$ cat src/rtl/mc_ctrl_pkg.sv
// Shared definitions for the multi-cycle control unit: state codes, opcodes,
// ALU/mux encodings and the control vector produced by the output decoder.
package mc_ctrl_pkg;

    typedef enum logic [3:0] {
        S_FETCH = 4'd0,
        S_DEC   = 4'd1,
        S_MADDR = 4'd2,
        S_MRD   = 4'd3,
        S_MWB   = 4'd4,
        S_MWR   = 4'd5,
        S_REXE  = 4'd6,
        S_RWB   = 4'd7,
        S_BR    = 4'd8,
        S_IEXE  = 4'd9,
        S_IWB   = 4'd10,
        S_JMP   = 4'd11,
        S_HALT  = 4'd15
    } state_t;

    localparam logic [5:0] OP_RTYPE = 6'b000000;
    localparam logic [5:0] OP_LW    = 6'b100011;
    localparam logic [5:0] OP_SW    = 6'b101011;
    localparam logic [5:0] OP_BEQ   = 6'b000100;
    localparam logic [5:0] OP_ADDI  = 6'b001000;
    localparam logic [5:0] OP_J     = 6'b000010;

    // ALU operation codes, shared with the ALU control block.
    localparam logic [2:0] ALU_ADD   = 3'b000;
    localparam logic [2:0] ALU_SUB   = 3'b001;
    localparam logic [2:0] ALU_FUNCT = 3'b010;

    localparam logic [1:0] SRCB_RT     = 2'b00;
    localparam logic [1:0] SRCB_FOUR   = 2'b01;
    localparam logic [1:0] SRCB_IMM    = 2'b10;
    localparam logic [1:0] SRCB_IMM_SH = 2'b11;

    localparam logic [1:0] PCSRC_ALU    = 2'b00;
    localparam logic [1:0] PCSRC_ALUOUT = 2'b01;
    localparam logic [1:0] PCSRC_JUMP   = 2'b10;

    // Ungated control vector for one state. ir_write/pc_write in FETCH and
    // done in MWR are qualified by the memory-ready handshake in the top.
    typedef struct packed {
        logic       pc_write;
        logic       pc_write_cond;
        logic       ior_d;
        logic       mem_read;
        logic       mem_write;
        logic       ir_write;
        logic       mem_to_reg;
        logic       reg_dst;
        logic       reg_write;
        logic       alu_src_a;
        logic [1:0] alu_src_b;
        logic [2:0] alu_op;
        logic [1:0] pc_source;
        logic       done;
    } ctrl_t;

endpackage

$ cat src/rtl/mc_ctrl_outdec.sv
// Purely combinational map from FSM state to the raw control vector.
module mc_ctrl_outdec
    import mc_ctrl_pkg::*;
(
    input  state_t state,
    output ctrl_t  ctrl
);

    // Moore decode: everything defaults to 0, each state sets only its own fields.
    always_comb begin
        ctrl = '0;
        case (state)
            S_FETCH: begin
                ctrl.mem_read  = 1'b1;
                ctrl.alu_src_b = SRCB_FOUR;
                ctrl.alu_op    = ALU_ADD;
                ctrl.pc_source = PCSRC_ALU;
                ctrl.ir_write  = 1'b1;
                ctrl.pc_write  = 1'b1;
            end
            S_DEC: begin
                ctrl.alu_src_b = SRCB_IMM_SH;
                ctrl.alu_op    = ALU_ADD;
            end
            S_MADDR: begin
                ctrl.alu_src_a = 1'b1;
                ctrl.alu_src_b = SRCB_IMM;
                ctrl.alu_op    = ALU_ADD;
            end
            S_MRD: begin
                ctrl.mem_read = 1'b1;
                ctrl.ior_d    = 1'b1;
            end
            S_MWB: begin
                ctrl.reg_write  = 1'b1;
                ctrl.mem_to_reg = 1'b1;
                ctrl.done       = 1'b1;
            end
            S_MWR: begin
                ctrl.mem_write = 1'b1;
                ctrl.ior_d     = 1'b1;
                ctrl.done      = 1'b1;
            end
            S_REXE: begin
                ctrl.alu_src_a = 1'b1;
                ctrl.alu_src_b = SRCB_RT;
                ctrl.alu_op    = ALU_FUNCT;
            end
            S_RWB: begin
                ctrl.reg_write = 1'b1;
                ctrl.reg_dst   = 1'b1;
                ctrl.done      = 1'b1;
            end
            S_BR: begin
                ctrl.alu_src_a     = 1'b1;
                ctrl.alu_src_b     = SRCB_RT;
                ctrl.alu_op        = ALU_SUB;
                ctrl.pc_write_cond = 1'b1;
                ctrl.pc_source     = PCSRC_ALUOUT;
                ctrl.done          = 1'b1;
            end
            S_IEXE: begin
                ctrl.alu_src_a = 1'b1;
                ctrl.alu_src_b = SRCB_IMM;
                ctrl.alu_op    = ALU_ADD;
            end
            S_IWB: begin
                ctrl.reg_write = 1'b1;
                ctrl.done      = 1'b1;
            end
            S_JMP: begin
                ctrl.pc_write  = 1'b1;
                ctrl.pc_source = PCSRC_JUMP;
                ctrl.done      = 1'b1;
            end
            default: ctrl = '0;
        endcase
    end

endmodule

$ cat src/rtl/mc_control_unit.sv
// Multi-cycle control FSM: sequences the shared ALU, unified memory port and
// register file over 3-5 cycles per instruction.
//
// Memory handshake: FETCH, MRD and MWR hold their request until the cycle in
// which mem_ready_i=1; that cycle completes the access and the FSM advances
// on the following edge. mem_ready_i is ignored in every other state.
module mc_control_unit #(
    parameter int ILLEGAL_TRAP = 0
) (
    input  logic       clk_i,
    input  logic       rst_i,
    input  logic [5:0] instr_op_i,
    input  logic       zero_i,
    input  logic       mem_ready_i,
    output logic       PCWrite_o,
    output logic       PCWriteCond_o,
    output logic       IorD_o,
    output logic       MemRead_o,
    output logic       MemWrite_o,
    output logic       IRWrite_o,
    output logic       MemtoReg_o,
    output logic       RegDst_o,
    output logic       RegWrite_o,
    output logic       ALUSrcA_o,
    output logic [1:0] ALUSrcB_o,
    output logic [2:0] ALU_op_o,
    output logic [1:0] PCSource_o,
    output logic       instr_done_o,
    output logic       illegal_o,
    output logic [3:0] state_o
);
    import mc_ctrl_pkg::*;

    state_t state;
    state_t next_state;
    state_t dec_state;
    ctrl_t  ctrl;
    ctrl_t  out;
    logic   op_legal;

    // The zero flag gates the PC load inside the datapath; the FSM itself
    // never branches on it.
    logic unused_zero;
    assign unused_zero = zero_i;

    // State register with synchronous reset.
    always_ff @(posedge clk_i) begin
        if (rst_i) state <= S_FETCH;
        else       state <= next_state;
    end

    // Next-state selection, including opcode dispatch out of DEC.
    always_comb begin
        next_state = state;
        op_legal   = 1'b1;
        case (state)
            S_FETCH: next_state = mem_ready_i ? S_DEC : S_FETCH;
            S_DEC: begin
                case (instr_op_i)
                    OP_LW, OP_SW: next_state = S_MADDR;
                    OP_RTYPE:     next_state = S_REXE;
                    OP_BEQ:       next_state = S_BR;
                    OP_ADDI:      next_state = S_IEXE;
                    OP_J:         next_state = S_JMP;
                    default: begin
                        op_legal   = 1'b0;
                        next_state = (ILLEGAL_TRAP != 0) ? S_HALT : S_FETCH;
                    end
                endcase
            end
            S_MADDR: next_state = (instr_op_i == OP_SW) ? S_MWR : S_MRD;
            S_MRD:   next_state = mem_ready_i ? S_MWB : S_MRD;
            S_MWB:   next_state = S_FETCH;
            S_MWR:   next_state = mem_ready_i ? S_FETCH : S_MWR;
            S_REXE:  next_state = S_RWB;
            S_RWB:   next_state = S_FETCH;
            S_BR:    next_state = S_FETCH;
            S_IEXE:  next_state = S_IWB;
            S_IWB:   next_state = S_FETCH;
            S_JMP:   next_state = S_FETCH;
            S_HALT:  next_state = S_HALT;
            default: next_state = S_FETCH;
        endcase
    end

    // While reset is held the mux selects show their FETCH values.
    assign dec_state = rst_i ? S_FETCH : state;

    mc_ctrl_outdec u_outdec (
        .state (dec_state),
        .ctrl  (ctrl)
    );

    // Handshake qualification and reset masking of enables and pulses.
    always_comb begin
        out = ctrl;
        if (dec_state == S_FETCH) begin
            out.ir_write = ctrl.ir_write & mem_ready_i;
            out.pc_write = ctrl.pc_write & mem_ready_i;
        end
        if (dec_state == S_MWR) begin
            out.done = ctrl.done & mem_ready_i;
        end
        if (rst_i) begin
            out.pc_write      = 1'b0;
            out.pc_write_cond = 1'b0;
            out.ir_write      = 1'b0;
            out.mem_read      = 1'b0;
            out.mem_write     = 1'b0;
            out.reg_write     = 1'b0;
            out.done          = 1'b0;
        end
    end

    assign PCWrite_o     = out.pc_write;
    assign PCWriteCond_o = out.pc_write_cond;
    assign IorD_o        = out.ior_d;
    assign MemRead_o     = out.mem_read;
    assign MemWrite_o    = out.mem_write;
    assign IRWrite_o     = out.ir_write;
    assign MemtoReg_o    = out.mem_to_reg;
    assign RegDst_o      = out.reg_dst;
    assign RegWrite_o    = out.reg_write;
    assign ALUSrcA_o     = out.alu_src_a;
    assign ALUSrcB_o     = out.alu_src_b;
    assign ALU_op_o      = out.alu_op;
    assign PCSource_o    = out.pc_source;
    assign instr_done_o  = out.done;
    assign illegal_o     = (dec_state == S_DEC) && !op_legal && !rst_i;
    assign state_o       = state;

endmodule

$ cat config.mk
export PLATFORM = sky130hd
export DESIGN_NAME = mc_control_unit
export DESIGN_NICKNAME = d
export VERILOG_FILES = /design/src/rtl/mc_ctrl_pkg.sv /design/src/rtl/mc_ctrl_outdec.sv /design/src/rtl/mc_control_unit.sv
export SDC_FILE = /design/constraint.sdc
export NUM_CORES = 1
export LEC_CHECK = 0
export ABC_AREA = 1
export CAP_MARGIN = 25
export CORE_AREA = 2 2 45 47
export DETAILED_ROUTE_END_ITERATION = 10
export DIE_AREA = 0 0 47 49
export PLACE_DENSITY = 0.74
export SYNTH_ARGS = -nofsm -noshare
export SYNTH_HDL_FRONTEND = slang
export SYNTH_SLANG_ARGS = --single-unit
export TNS_END_PERCENT = 1
$ cat constraint.sdc
create_clock -name clk_i -period 1.07 [get_ports clk_i]
set_input_delay 0.107 -clock clk_i [delete_from_list [all_inputs] [get_ports clk_i]]
set_output_delay 0.107 -clock clk_i [all_outputs]
set_load 0.01 [all_outputs]
# ---- Yosys cells after proc, flatten, opt, wreduce, memory -nomap -nowiden
# Index checks and enable logic that the tools add are counted.
# Widths: inputs -> output; s select.
dict set report totals {
  reg_bits 4
  inputBits 10
  out_inout_bits 23
}
dict set report op_classes {
  n_eq_ne 23
  muxes 29
  bitwise 3
  n_reduce_logical 16
}
# operator n
set ops {}
lappend ops {{$pmux 4 s8} 1}
lappend ops {{$pmux 5 s5} 1}
lappend ops {{$eq 4x3->1 const B} 6}
lappend ops {{$eq 4x4->1 const B} 6}
lappend ops {{$pmux 4 s5} 1}
lappend ops {{$mux 1} 19}
lappend ops {{$eq 4x2->1 const B} 4}
lappend ops {{$eq 6x6->1 const B} 2}
lappend ops {{$mux 3} 4}
lappend ops {{$reduce_or 6->1} 2}
lappend ops {{$reduce_or 2->1} 5}
lappend ops {{$eq 4x1->1 const B} 2}
lappend ops {{$logic_not 4->1} 2}
lappend ops {{$eq 6x2->1 const B} 1}
lappend ops {{$eq 6x3->1 const B} 1}
lappend ops {{$eq 6x4->1 const B} 1}
lappend ops {{$logic_not 6->1} 1}
lappend ops {{$mux 4} 1}
lappend ops {{$pmux 2 s2} 1}
lappend ops {{$reduce_or 4->1} 1}
lappend ops {{$and 1x1->1} 3}
lappend ops {{$reduce_or 3->1} 1}
lappend ops {{$logic_and 1x1->1} 2}
lappend ops {{$logic_not 1->1} 2}
lappend ops {{$mux 2} 1}

# ---- Depth between registers and ports, before layout
dict set report depth {
  depth_word 7
  ltp_mapped 9
  mapped_depth_nobuf 9
}

# ---- Hierarchy
# Synthesis repeated with hierarchy kept, for this count alone.
dict set report unflattened {
  hier_cells 140
  area_unflattened_um2 703.2
}
# mod instances cells_per_inst area_per_inst_um2 seq_area_each_um2
set by_module_without_submodules {}
lappend by_module_without_submodules {mc_control_unit 1 98 496.7 80.1}
lappend by_module_without_submodules {mc_ctrl_outdec 1 42 206.4 0.0}

# ---- Worst setup path before layout
# No wires, ideal clock.
dict set report synth_timing {
  kind {register to output}
  from {register state[2], in the netlist state_o[2]}
  to {output instr_done_o}
  t_arrival_ns 1.161
  required_ns 0.963
  slack_ns -0.198
  stages_incl_launch_ff 7
  path_cell_list {dfxtp_1 -> inv_2 -> nor2_2 -> nand2_2 -> nor2_2 -> nor3_1 -> a21oi_1}
}
dict set report synth_via {
  elab_chain_len 7
  elab_cells_between_ends 12
}
# item line_no
set synth_rtl {}
lappend synth_rtl {{from (decl)} mc_control_unit.sv:34} ;# state_t state;
lappend synth_rtl {{from (signal assigned)} mc_control_unit.sv:49} ;# else state <= next_state;
lappend synth_rtl {{$mux 4 *} mc_control_unit.sv:87} ;# assign dec_state = rst_i ? S_FETCH : state;
lappend synth_rtl {{$eq 4x3->1, or another cell as far along} {mc_ctrl_outdec.sv:12, mc_control_unit.sv:101}}
lappend synth_rtl {{$reduce_or 6->1 (no source line)} n/a}
lappend synth_rtl {{$mux 1} mc_ctrl_outdec.sv:12} ;# case (state)
lappend synth_rtl {{$and 1x1->1} mc_control_unit.sv:102} ;# out.done = ctrl.done & mem_ready_i;
lappend synth_rtl {{$mux 1 *} mc_control_unit.sv:101} ;# if (dec_state == S_MWR) begin
lappend synth_rtl {{$mux 1 *} mc_control_unit.sv:104} ;# if (rst_i) begin
lappend synth_rtl {{to (decl)} mc_control_unit.sv:28} ;# output logic instr_done_o,
# Mark *: on every way between the ends. The rest lies on a longest branch, timed or not.

# ---- Worst setup path in the final report
dict set report layout_timing {
  from {register state[0], in the netlist state_o[0]}
  to {output ALUSrcB_o[1]}
}
dict set report layout_via {
  elab_chain_len 4
  elab_cells_between_ends 9
}
# item line_no
set layout_rtl {}
lappend layout_rtl {{$mux 4 *} mc_control_unit.sv:87}
lappend layout_rtl {{$eq 4x2->1 / $eq 4x4->1 (equally long branches)} mc_ctrl_outdec.sv:12}
lappend layout_rtl {{$reduce_or 2->1 (no source line)} n/a}
lappend layout_rtl {{$pmux 5 s5 *} mc_ctrl_outdec.sv:12}
lappend layout_rtl {{to (decl)} mc_control_unit.sv:25} ;# output logic [1:0] ALUSrcB_o,
# Marked as above.

==> results by group <==
Outcome
  • Outcome: complete, but fails checks
  • Failing checks: setup timing

Die
  • Die Area: 2300 um2
  • Num rows: 16
  • Core Footprint: 1840 um2
  • Die W: 47 um
  • # IOs: 33
  • Starting Density: 31.6%
  • Die H: 49 um

Detailed routing
  • Vias per inst: 4.77
  • Iter 0 DRT Violations: 17
  • First drt pass iteration count: 5
  • DR WL/cell: 12.1 um
  • Detail Route Antenna Nets: 0
  • DR DRC count: 0
  • DRT Wirelength: 2550 um
  • Vias: 1,007

STA
  • Final count of pins violating max slew: 0
  • Max Clk Rate: 694 MHz
  • Setup TNS: -5.86 ns
  • Crit path time final: 1.44 ns
  • Layout Skew: 0.0132 ns
  • Final hold vios: 0
  • Setup Viol. Count Final: 22
  • Setup slack after layout: -0.371 ns
  • Final period util: 135%
  • RSZ-0062 raised after global routing: yes

Finish
  • Synth-to-Final Area Change: 119%
  • Layout cells sized above 1: 52.7%
  • Fin nets: 195
  • # diodes: 0
  • Final Core Density: 69.2%
  • Final Instance Area: 1270 um2
  • Max FFs per register: 4
  • Fillers: 174

Critical path
  • Worst Setup Start Kind: flip-flop
  • Data required, critical path: 0.96 ns
  • CP Capture Type: primary output
  • Crit path max fanout: 4
  • Crit path DAT: 1.33 ns
  • Critical path type: flip-flop to primary output

Placement
  • Post-DP HPWL: 1970 um
  • Cell Area, Placed: 1200 um2
  • # port buffers: 30
  • GPL Wtd Cong: 0.837

Global routing
  • GRT Residual Overflow: 0
  • First-pass GRT wire length: 4060 um
  • Vias in the first global route: 965
  • Largest net degree at the start of global routing: 7
  • Initial antenna violation count: 0
  • All-Layer GR Usage: 23.1%

Flow run
  • MaxCap Viol Count: 0

Synth
  • Synth Instances: 118
  • Largest area contributor in the netlist: nor2_1
  • Main synth FF type: dfxtp_1
  • Mapped cell area: 582 um2
  • Synth top area cells: nor2_1, nand2_1, dfxtp_1
  • Yosys top cell area share: 20.6%
  • Syn Nets: 128
  • Avg Cell Area, Syn: 4.93 um2
  • Synth warnings: 0
  • Seq/Total Area, Yosys: 13.8%
  • Asr flop ratio synth: 0%
  • Synth unique cells: 20
  • Register bit count reported by yosys: 4
  • Post-synth EDFFs: 0

CTS
  • Worst-path clk slew: 0.05 ns
  • Clock buffer depth: 2
  • Root Buffer: clkbuf_4
  • Htree depth: 1
  • TritonCTS clock tree: built
  • Cts bufs inserted: 3
  • Sink Count: 4
  • Worst skew pair latency: 0.24 ns

Power and ir drop
  • Power per standard cell area: 496 nW/um2
  • Worst vdd ir: 0.680 mV
  • Leakage: 0.749 nW

Min path
  • Worst hold path type: input pin to flip-flop
==> cell usage in the layout (no fill, tap or decap), drive strengths merged, types with 3 or more instances in the layout <==
cell type / Yosys / final
dlygate4sd2: 0 / 3
nor2: 38 / 38
dfxtp: 4 / 4
a21oi: 3 / 3
clkbuf: 0 / 4
buf: 1 / 51
nand3: 11 / 11
inv: 18 / 18
clkdlybuf4s50: 0 / 6
nor3: 4 / 4
nand2: 32 / 32
==> final timing paths <==
path / startpoint / to / slack, ns / cells past startpoint
worst max-delay path: state_o[0] / ALUSrcB_o[1] / -0.37 / 7
worst min-delay path: rst_i / state_o[2] / 0.44 / 3
worst max register to register: state_o[2] / state_o[0] / -0.26 / 11
worst min register to register: state_o[0] / state_o[3] / 0.90 / 5
==> critical path, cell delays in order, from the launching register on <==
cell,delay [ns]
dfxtp_4,0.39
inv_6,0.05
buf_6,0.12
nand2_4,0.06
nor2_2,0.05
a32oi_2,0.18
nand2_1,0.09
buf_2,0.15
==> area by class of cell <==
class / count / area [um2] / area share (%)
clock buffer: 4 / 26.3 / 2.06
timing repair buffer: 63 / 482 / 37.8
sequential: 4 / 92.6 / 7.26
inverter: 18 / 80.1 / 6.28
multi-input combinational: 95 / 561 / 44.0
tap: 27 / 33.8 / 2.65
==> report_power, final <==
part	internal [W]	total, W	switching, W	leakage (nW)
clock	0.000140	0.000209	0.0000684	0.0150
sequential	0.000149	0.000157	0.00000881	0.0352
combinational	0.000133	0.000267	0.000134	0.699
total	0.000422	0.000633	0.000211	0.749
==> layer usage <==
metal / vias up / share of wire [%] / global-route usage [%] / wire length [um]
li1: 500 / - / - / -
met1: 459 / 36 / 25.5 / 920
met2: 44 / 57 / 44.7 / 1460
met3: 4 / 5.1 / 2.22 / 129
met4: 0 / 1.3 / 4.17 / 33
met5: - / 0 / 0 / 0
==> cell usage after synthesis (2+ instances only) <==
master   instances
a21oi_1          3
dfxtp_1          4
inv_1           16
inv_2            2
nand2_1         30
nand3_1         11
nor2_1          32
nor2_2           5
nor3_1           4
==> logic make-up (layout without fill, tap and decap cells) <==
| family | count (synthesis) | count (layout) | synth area share (%) |
|---|---|---|---|
| AOI/OAI and AO/OA | 7 | 7 | 7.10 |
| buffers and inverters | 19 | 85 | 12.9 |
| and+or+nand+nor | 87 | 87 | 65.6 |
| DFF | 4 | 4 | 13.8 |
| other | 1 | 1 | 0.645 |
==> metrics by stage <==
step	setup WS, ns	cells	total power, W	hold slack [ns]
2_1_floorplan	-0.0339	118	0.000251	0.170
3_3_place_gp	-0.717	205	0.000397	0.818
3_5_place_dp	-0.789	205	0.000404	0.835
4_1_cts	-0.348	211	0.000623	0.395
5_1_grt	-0.416	211	0.000672	0.459
6_report	-0.371	211	0.000633	0.438
==> timing repair <==
item	4_1_cts	5_1_grt
gates resized for setup	105	14
cloned	0	0
buffers inserted	2	0
endpoints found under the setup margin	26	24
pin swaps	11	4
hold buffers	0	0
Note: power is estimated with default switching activity, not from simulation.
